===== src/rtl/line_packer.sv =====
// Packs a 16-bit scanner pixel stream into 128-bit FIFO words and issues one
// DMA command per line into a ring of line slots, with outstanding-command throttling.
module line_packer #(
  parameter int OUTSTANDING_MAX = 6
) (
  input  logic          CLK,
  input  logic          SRST_N,
  input  logic          ENABLE,
  input  logic [27:0]   BASE_ADR,
  input  logic [27:0]   LINE_STRIDE,
  input  logic [15:0]   NUM_LINES,
  input  logic [15:0]   PIX_DATA,
  input  logic          PIX_VALID,
  input  logic          PIX_LAST,
  output logic [127:0]  FIFO_DATA,
  output logic          FIFO_WR,
  input  logic          FIFO_FULL,
  input  logic          FIFO_AFULL,
  output logic [27:0]   START_ADR,
  output logic [27:0]   BUF_SIZE,
  output logic          START,
  input  logic [15:0]   DONE_CNT,
  output logic [15:0]   LINE_IDX,
  output logic [15:0]   DROP_CNT,
  output logic          OVF
);

  typedef enum logic [2:0] {S_IDLE, S_ACTIVE, S_DROP, S_TRUNC, S_CMD, S_GAP} state_t;

  localparam logic [15:0] OUTS_LIMIT = 16'(OUTSTANDING_MAX);

  state_t         state_q, state_d;
  logic           enable_q, last_pend_q, late_q, late_d;
  logic [2:0]     lane_q;
  logic [127:0]   pack_q, word_cur, fifo_data_q;
  logic           fifo_wr_q, start_q, ovf_q;
  logic [27:0]    words_q, words_base, start_adr_q, buf_size_q;
  logic [27:0]    base_q, stride_q, run_adr_q;
  logic [15:0]    num_q, last_idx, line_idx_q, drop_cnt_q, issued_q;
  logic           en_rise, can_accept, take, word_end, do_wr, ovf_set;
  logic           drop_new, set_pend, post_line;

  assign en_rise    = ENABLE & ~enable_q;
  assign can_accept = ENABLE && !FIFO_AFULL && ((issued_q - DONE_CNT) < OUTS_LIMIT);
  assign words_base = (state_q == S_IDLE) ? '0 : words_q;
  assign word_end   = (lane_q == 3'd7) || PIX_LAST;
  assign do_wr      = take && word_end && !FIFO_FULL;
  assign ovf_set    = take && word_end && FIFO_FULL;
  assign last_idx   = (num_q == '0) ? '0 : num_q - 16'd1;
  // The cycle between the final write and CMD also counts as "line closed".
  assign post_line  = (state_q == S_CMD) || (state_q == S_GAP) || last_pend_q;

  always_comb begin
    word_cur = pack_q;
    word_cur[{lane_q, 4'h0} +: 16] = PIX_DATA;
  end

  // NOTE: every always_comb output gets a default first so no path infers a latch.
  always_comb begin
    state_d  = state_q;
    take     = 1'b0;
    drop_new = 1'b0;
    set_pend = 1'b0;
    late_d   = 1'b0;
    case (state_q)
      S_IDLE: if (PIX_VALID) begin
        if (can_accept) begin
          take    = 1'b1;
          state_d = S_ACTIVE;
        end else begin
          drop_new = 1'b1;
          if (!PIX_LAST) state_d = S_DROP;
        end
      end
      S_ACTIVE: if (last_pend_q) state_d = S_CMD;
                else take = PIX_VALID;
      S_TRUNC: if (last_pend_q) state_d = S_CMD;
               else if (PIX_VALID && PIX_LAST) begin
                 if (words_q != '0) set_pend = 1'b1;
                 else state_d = S_IDLE;
               end
      S_DROP:  if (PIX_VALID && PIX_LAST) state_d = S_IDLE;
      S_CMD:   state_d = S_GAP;
      S_GAP:   state_d = S_IDLE;
      default: state_d = S_IDLE;
    endcase

    if (take && word_end) begin
      if (FIFO_FULL) begin
        if (!PIX_LAST) state_d = S_TRUNC;
        else if (words_base != '0) begin
          state_d  = S_TRUNC;
          set_pend = 1'b1;
        end else state_d = S_IDLE;
      end else if (PIX_LAST) begin
        set_pend = 1'b1;
      end
    end

    // A line arriving while the previous one is still closing is dropped whole,
    // counted once, and its tail is swallowed in DROP.
    if (post_line) begin
      late_d = late_q;
      if (PIX_VALID) begin
        if (!late_q) drop_new = 1'b1;
        late_d = !PIX_LAST;
      end
      if (state_q == S_GAP) state_d = late_d ? S_DROP : S_IDLE;
    end
  end

  // NOTE: sequential state uses non-blocking assignments; reset is synchronous.
  always_ff @(posedge CLK) begin
    if (!SRST_N) begin
      state_q     <= S_IDLE;
      enable_q    <= 1'b0;
      last_pend_q <= 1'b0;
      late_q      <= 1'b0;
      lane_q      <= '0;
      pack_q      <= '0;
      fifo_data_q <= '0;
      fifo_wr_q   <= 1'b0;
      start_q     <= 1'b0;
      start_adr_q <= '0;
      buf_size_q  <= '0;
      words_q     <= '0;
      base_q      <= '0;
      stride_q    <= '0;
      num_q       <= '0;
      run_adr_q   <= '0;
      line_idx_q  <= '0;
      drop_cnt_q  <= '0;
      issued_q    <= '0;
      ovf_q       <= 1'b0;
    end else begin
      enable_q    <= ENABLE;
      state_q     <= state_d;
      last_pend_q <= set_pend;
      late_q      <= late_d;
      fifo_wr_q   <= do_wr;
      if (do_wr) fifo_data_q <= word_cur;
      if (take) begin
        lane_q <= word_end ? 3'd0 : lane_q + 3'd1;
        pack_q <= word_end ? '0 : word_cur;
      end
      words_q <= words_base + {27'd0, do_wr};

      start_q <= (state_d == S_CMD);
      if (state_d == S_CMD) begin
        start_adr_q <= run_adr_q;
        buf_size_q  <= words_q;
      end

      if (state_q == S_CMD) begin
        issued_q <= issued_q + 16'd1;
        if (line_idx_q == last_idx) begin
          line_idx_q <= '0;
          run_adr_q  <= base_q;
        end else begin
          line_idx_q <= line_idx_q + 16'd1;
          run_adr_q  <= run_adr_q + stride_q;
        end
      end

      if (en_rise) begin
        base_q     <= BASE_ADR;
        stride_q   <= LINE_STRIDE;
        num_q      <= NUM_LINES;
        line_idx_q <= '0;
        run_adr_q  <= BASE_ADR;
        ovf_q      <= 1'b0;
      end
      if (ovf_set) ovf_q <= 1'b1;
      if (drop_new && (drop_cnt_q != 16'hFFFF)) drop_cnt_q <= drop_cnt_q + 16'd1;
    end
  end

  assign FIFO_DATA = fifo_data_q;
  assign FIFO_WR   = fifo_wr_q;
  assign START     = start_q;
  assign START_ADR = start_adr_q;
  assign BUF_SIZE  = buf_size_q;
  assign LINE_IDX  = line_idx_q;
  assign DROP_CNT  = drop_cnt_q;
  assign OVF       = ovf_q;

endmodule


===== config.mk =====
export PLATFORM = sky130hd
export DESIGN_NAME = line_packer
export DESIGN_NICKNAME = d
export VERILOG_FILES = /design/src/rtl/line_packer.sv
export SDC_FILE = /design/constraint.sdc
export NUM_CORES = 1
export LEC_CHECK = 0
export ABC_CLOCK_PERIOD_IN_PS = 4900
export CAP_MARGIN = 15
export CORE_MARGIN = 5
export CORE_UTILIZATION = 45
export CTS_BUF_LIST = sky130_fd_sc_hd__clkbuf_16
export CTS_CLUSTER_DIAMETER = 200
export DETAILED_ROUTE_END_ITERATION = 8
export GPL_ROUTABILITY_DRIVEN = 0
export MAX_ROUTING_LAYER = met4
export PLACE_DENSITY = 0.79
export SLEW_MARGIN = 20
export SYNTH_ARGS = -nofsm -noshare
export SYNTH_HDL_FRONTEND = slang
export SYNTH_SLANG_ARGS = --single-unit

===== constraint.sdc =====
create_clock -name CLK -period 4.9 [get_ports CLK]
set_clock_uncertainty 0.05 [all_clocks]
set_input_delay 0.735 -clock CLK [delete_from_list [all_inputs] [get_ports CLK]]
set_output_delay 0.735 -clock CLK [all_outputs]
set_load 0.1 [all_outputs]

# After elaboration in Yosys (flattened, before gate mapping)
# Cells that the tools add are included.
# classes
n_addsub	9
n_lt_le_gt_ge	1
eq_ne	9
shifts	2
muxes	48
bitwise	3
reduce_logical	21
# ops
operator	count
$bwmux W128	1
$mux W128	1
$shift A16 B9 Y128 const A	1
$shiftx A16 B9 Y128	1
$mux W28	4
$reduce_bool A28 Y1	2
$add A16 B1 Y16 const B	3
$mux W3	13
$mux W16	2
$add A28 B1 Y28	1
$add A28 B28 Y28	1
$mux W1	22
$eq A16 B16 Y1	1
$logic_not A16 Y1	1
$lt A16 B3 Y1 const B	1
$ne A16 B16 Y1 const B	1
$sub A16 B1 Y16 const B	1
$sub A16 B16 Y16	1
$pmux W3 S5	1
$eq A3 B3 Y1 const B	4
$neg A7 Y9	1
$logic_and A1 B1 Y1	7
$eq A3 B2 Y1 const B	2
$mux W2	3
11 further kinds	17
# word_totals
reg_bits	500
inputBits	111
output_inout_bits	219
elab_cells	113

# Logic depth before layout (Yosys ltp)
# depth
depth_word	11
mapped_depth	24

# Worst setup path before layout
# OpenSTA, ideal clock, no wires.
# synth_path
path_kind	input to register
start	in DONE_CNT[2]
end	reg words_q[24]
arrival_time_ns	4.711
t_required_ns	4.722
setup_slack_ns	0.011
stages	22
path_cell_list	inv_1 > ha_1 > a21oi_1 > o21ai_1 > a31o_2 > a31oi_2 > nor4b_1 > or4b_4 > nor4_2 > and4_1 > o21ai_2 > inv_2 > buf_4 > buf_2 > ha_1 > ha_1 > and2_1 > nand4_1 > nor2_1 > nand4_1 > xor2_1 > nor2_1
# synth_between
elab_chain_cells	9
# synth_rtl
element	line	text
from (decl)	22	input logic [15:0] DONE_CNT,
$sub A16 B16 Y16	44	assign can_accept = ENABLE && !FIFO_AFULL && ((issued_q - DONE_CNT) < OUTS_LIMIT);
$lt A16 B3 Y1	44	
$logic_and A1 B1 Y1	44	
$mux W1	67	if (can_accept) begin
$mux W1	66	S_IDLE: if (PIX_VALID) begin
$pmux W1 S2	65	case (state_q)
$logic_and A1 B1 Y1 (2 in a row)	47	assign do_wr = take && word_end && !FIFO_FULL;
net do_wr	40	logic en_rise, can_accept, take, word_end, do_wr, ovf_set;
$add A28 B1 Y28	146	words_q <= words_base + {27'd0, do_wr};
to (signal assigned)	146	
to (decl)	37	logic [27:0] words_q, words_base, start_adr_q, buf_size_q;
# The timed path passes the listed nets, and every way through them passes these cells.
# A chain may end at the register's enable or synchronous reset.

# Worst setup path after layout
# layout_path
start	in DONE_CNT[2]
end	reg fifo_data_q[76] (netlist: FIFO_DATA[76])
# layout_between
elab_chain_cells	8
# layout_rtl
element	line	text
$sub A16 B16 Y16	44	
$lt A16 B3 Y1	44	
$logic_and A1 B1 Y1	44	
$mux W1	67	
$mux W1	66	
$pmux W1 S2	65	
$logic_and A1 B1 Y1 (2 in a row)	47	
to (signal assigned)	141	if (do_wr) fifo_data_q <= word_cur;
to (decl)	35	logic [127:0] pack_q, word_cur, fifo_data_q;
# No other way between the ends.

==> qor.csv <==
metric,value,unit
Mean Syn Cell Area,8.29,sq um
sequential share of power,0.466,
P_leak,10.2,nW
instance area at placement,26300,sq um
share of cells above drive strength 1,0.0659,
routed wire length,71200,um
Worst setup SP type,input pin,
CP endpoint kind,flop,
total track usage,0.254,
Synth area leaders,"dfxtp_1 (45%), nand2_1 (6.3%), nor2_1 (5.6%), a21oi_1 (5.3%), a221oi_1 (3.8%)",
CTS Buf Count,53,
Post-CTS Hold Buffers,0,
post-DP HPWL,48700,um
Sink Count,500,
std cell rows,81,
Die Wd,233,um
RR Startpoint,issued_q[2],
largest area contributor in the netlist,dfxtp_1,
area added between synthesis and finish,25.7,%
First-pass DRT Iterations,8,
WS Path Type,input pin to flop,
largest net degree at the start of global routing,173,
Tot Pwr,8.94,mW
ys flop type,dfxtp_1,
Post-CTS Setup Repair Bufs,0,
outcome,"finished, final reports clean",
Syn Std Cell Area,22400,sq um
synth warn,0,
vias in the first global route,20600,
Clock Power Share,0.462,
Sw Share,0.247,
clk_lat worst skew,0.63,ns
"Setup violations, final",0,
max-cap violation count,0,
Seq cells post-synth,500,
CP arrival,5.10,ns
Post-synth EDFFs,0,
Antenna Nets Post-Route,0,
CP peak stage delay,0.58,ns
Int Power,6.73,mW
reg-to-reg endpoint,FIFO_DATA[76],
CP Launch Point,DONE_CNT[2],
Max Transition Viols Final,0,
Final Critical Period,4.64,ns
wire length per cell,19.5,um
"Seq/Total Area, Yosys",0.448,
cell area after layout,28100,sq um
RSZ-0062 raised after global routing,no,
Floorplan Core Area,49100,sq um
Worst-Margin Slew,1.15,ns
fin crit share,0.946,
Layout Nets,3112,
first-pass GRT wire length,110000,um
Initial DRC Count,2294,
distinct cell type count after synthesis,78,
number of buffers added on ports,329,
CTS-repair resized insts,0,
Worst Setup EP,FIFO_DATA[76],
Yosys top cell area share,0.448,
PwrDens,318,nW/um^2
maximum vdd ir drop,0.274,mV
vias per inst,5.92,
Max Freq,216,MHz
initial antenna violation count,1,
flop-to-flop setup slack,0.46,ns
clk root buf,clkbuf_16,
Slew headroom,0.232,
cell count after synthesis,2697,
Ports,330,
hold depth,2,
NetSw,2.20,mW
die height,233,um
worst r2r path cells,15,
via count,21600,
drt drc,0,
"CTS clk-pin slew, worst paths",0.06,ns
clk buf depth,3,
worst-path fanout max,105,
Syn Nets,2865,
Critical Path RT,5.36,ns
slowest CP cell,or4b_4,
Fin. Hold Viols,0,
Comb pwr share,0.072,
Initial Utilization,0.456,
Fill cells,4302,
H-tree depth,2,
class of the worst hold path,flop to flop,
asr flop ratio synth,0,
GR Overflow Total,0,
crit path cell chain,clkdlybuf4s50_1 > inv_1 > ha_1 > a21oi_1 > o21ai_1 > a31o_2 > a31oi_2 > nor4b_1 > or4b_4 > nor4_2 > and4_1 > o21ai_4 > inv_4 > buf_6 > buf_12 > nor2_1 > a211oi_1,
CTS tree,yes,
Die ar.,54200,sq um
## kinds of logic (layout without fill, tap and decap cells)
| group | after synthesis | count (layout) | share of synthesized area |
|---|---|---|---|
| AO/OA/AOI/OAI | 704 | 704 | 0.207 |
| XOR/XNOR | 90 | 90 | 0.0353 |
| adder cells (fa/ha/maj) | 57 | 57 | 0.0326 |
| buffers and inverters | 256 | 547 | 0.0474 |
| flip-flops | 500 | 500 | 0.448 |
| multiplexers | 46 | 46 | 0.0208 |
| other | 0 | 2 | 0 |
| AND/OR/NAND/NOR | 1044 | 1044 | 0.209 |
## through the flow
stage	std cells	setup WS [ns]	TNS [ns]	util	hold WS, ns
2_1_floorplan	2697	0.0113	0	-	0.382
3_3_place_gp	3553	-0.258	-17.70	0.536	0.390
3_5_place_dp	3553	-0.405	-25.63	0.536	0.393
4_1_cts	3652	0.219	0	0.573	0.402
5_1_grt	3653	0.00874	0	0.573	0.417
6_report	3654	0.263	0	0.573	0.400
## how the worst min path moves through the flow
stage	start	endpoint	slack (ns)
after floorplan	base_q[15]	base_q[15]	0.38
after global placement	base_q[15]	base_q[15]	0.39
after detailed placement	base_q[15]	base_q[15]	0.39
after CTS	base_q[15]	base_q[15]	0.40
after global routing	base_q[15]	base_q[15]	0.42
final	base_q[15]	base_q[15]	0.40
## Yosys cell counts, drive strengths merged (46+ instances only)
| cell | instances |
|---|---|
| inv | 46 |
| nand3 | 63 |
| o21ai | 101 |
| nor2 | 334 |
| ha | 55 |
| nor3 | 113 |
| a22oi | 63 |
| a21oi | 238 |
| nand2 | 373 |
| dfxtp | 500 |
| xor2 | 60 |
| a211oi | 57 |
| buf | 69 |
| clkbuf | 141 |
| a221oi | 98 |
## metal layers
metal,wire length [um],vias up,global-route usage
li1,-,10100,-
met1,29100,10300,0.326
met2,32800,1045,0.396
met3,6310,205,0.0469
met4,3030,0,0.107
met5,0,-,-
## worst max-delay path, delay by kind of cell
kind | cells | cell delay [ns]
buffers and inverters | 5 | 1.37
adders and majority gates | 1 | 0.33
and+or+nand+nor | 5 | 1.39
AOI/OAI and AO/OA | 6 | 1.15
## layout by cell type, fill, tap and decap left out, types with 18 or more instances in the layout
cell and n:
buf_4 66, mux2i_1 43, and3_1 21, nand3_1 62, a221oi_1 98, a21o_1 18, a211oi_1 57, ha_1 55
nand2_1 373, a21oi_1 237, nor3_1 109, inv_1 50, o22ai_1 23, clkbuf_16 53, a22o_1 32, xnor2_1 30
clkdlybuf4s50_1 329, nand4_1 23, nor2_1 331, xor2_1 60, o21ai_0 93, a22oi_1 63, dfxtp_1 500
## final cells by class
class,instances,area (sq um),share of cell area
Multi-Input combinational cell,1941,11300,0.404
Sequential cell,500,10000,0.356
Timing Repair Buffer,402,3920,0.140
Clock buffer,53,1330,0.0472
Tap cell,664,831,0.0296
Clock inverter,46,480,0.0171
Inverter,46,183,0.00650
Antenna cell,2,5.00,0.000178
## state kept, by name, indices dropped and copies added, names as in the netlist, 3 cells and up
signal	count
START_ADR	28
lane_q	3
state_q	3
stride_q	28
base_q	28
num_q	16
issued_q	16
DROP_CNT	16
pack_q	128
LINE_IDX	16
BUF_SIZE	28
run_adr_q	28
words_q	28
FIFO_DATA	128
## power groups by stage
stage / clock (mW) / sequential [mW] / combinational, mW
3_3_place_gp: 0 / 4.25 / 0.608
4_1_cts: 4.18 / 4.16 / 0.633
6_report: 4.13 / 4.16 / 0.642
3_5_place_dp: 0 / 4.25 / 0.628
2_1_floorplan: 0 / 4.25 / 0.386
5_1_grt: 4.36 / 4.17 / 0.694
Note: power is estimated with default switching activity, not from simulation.
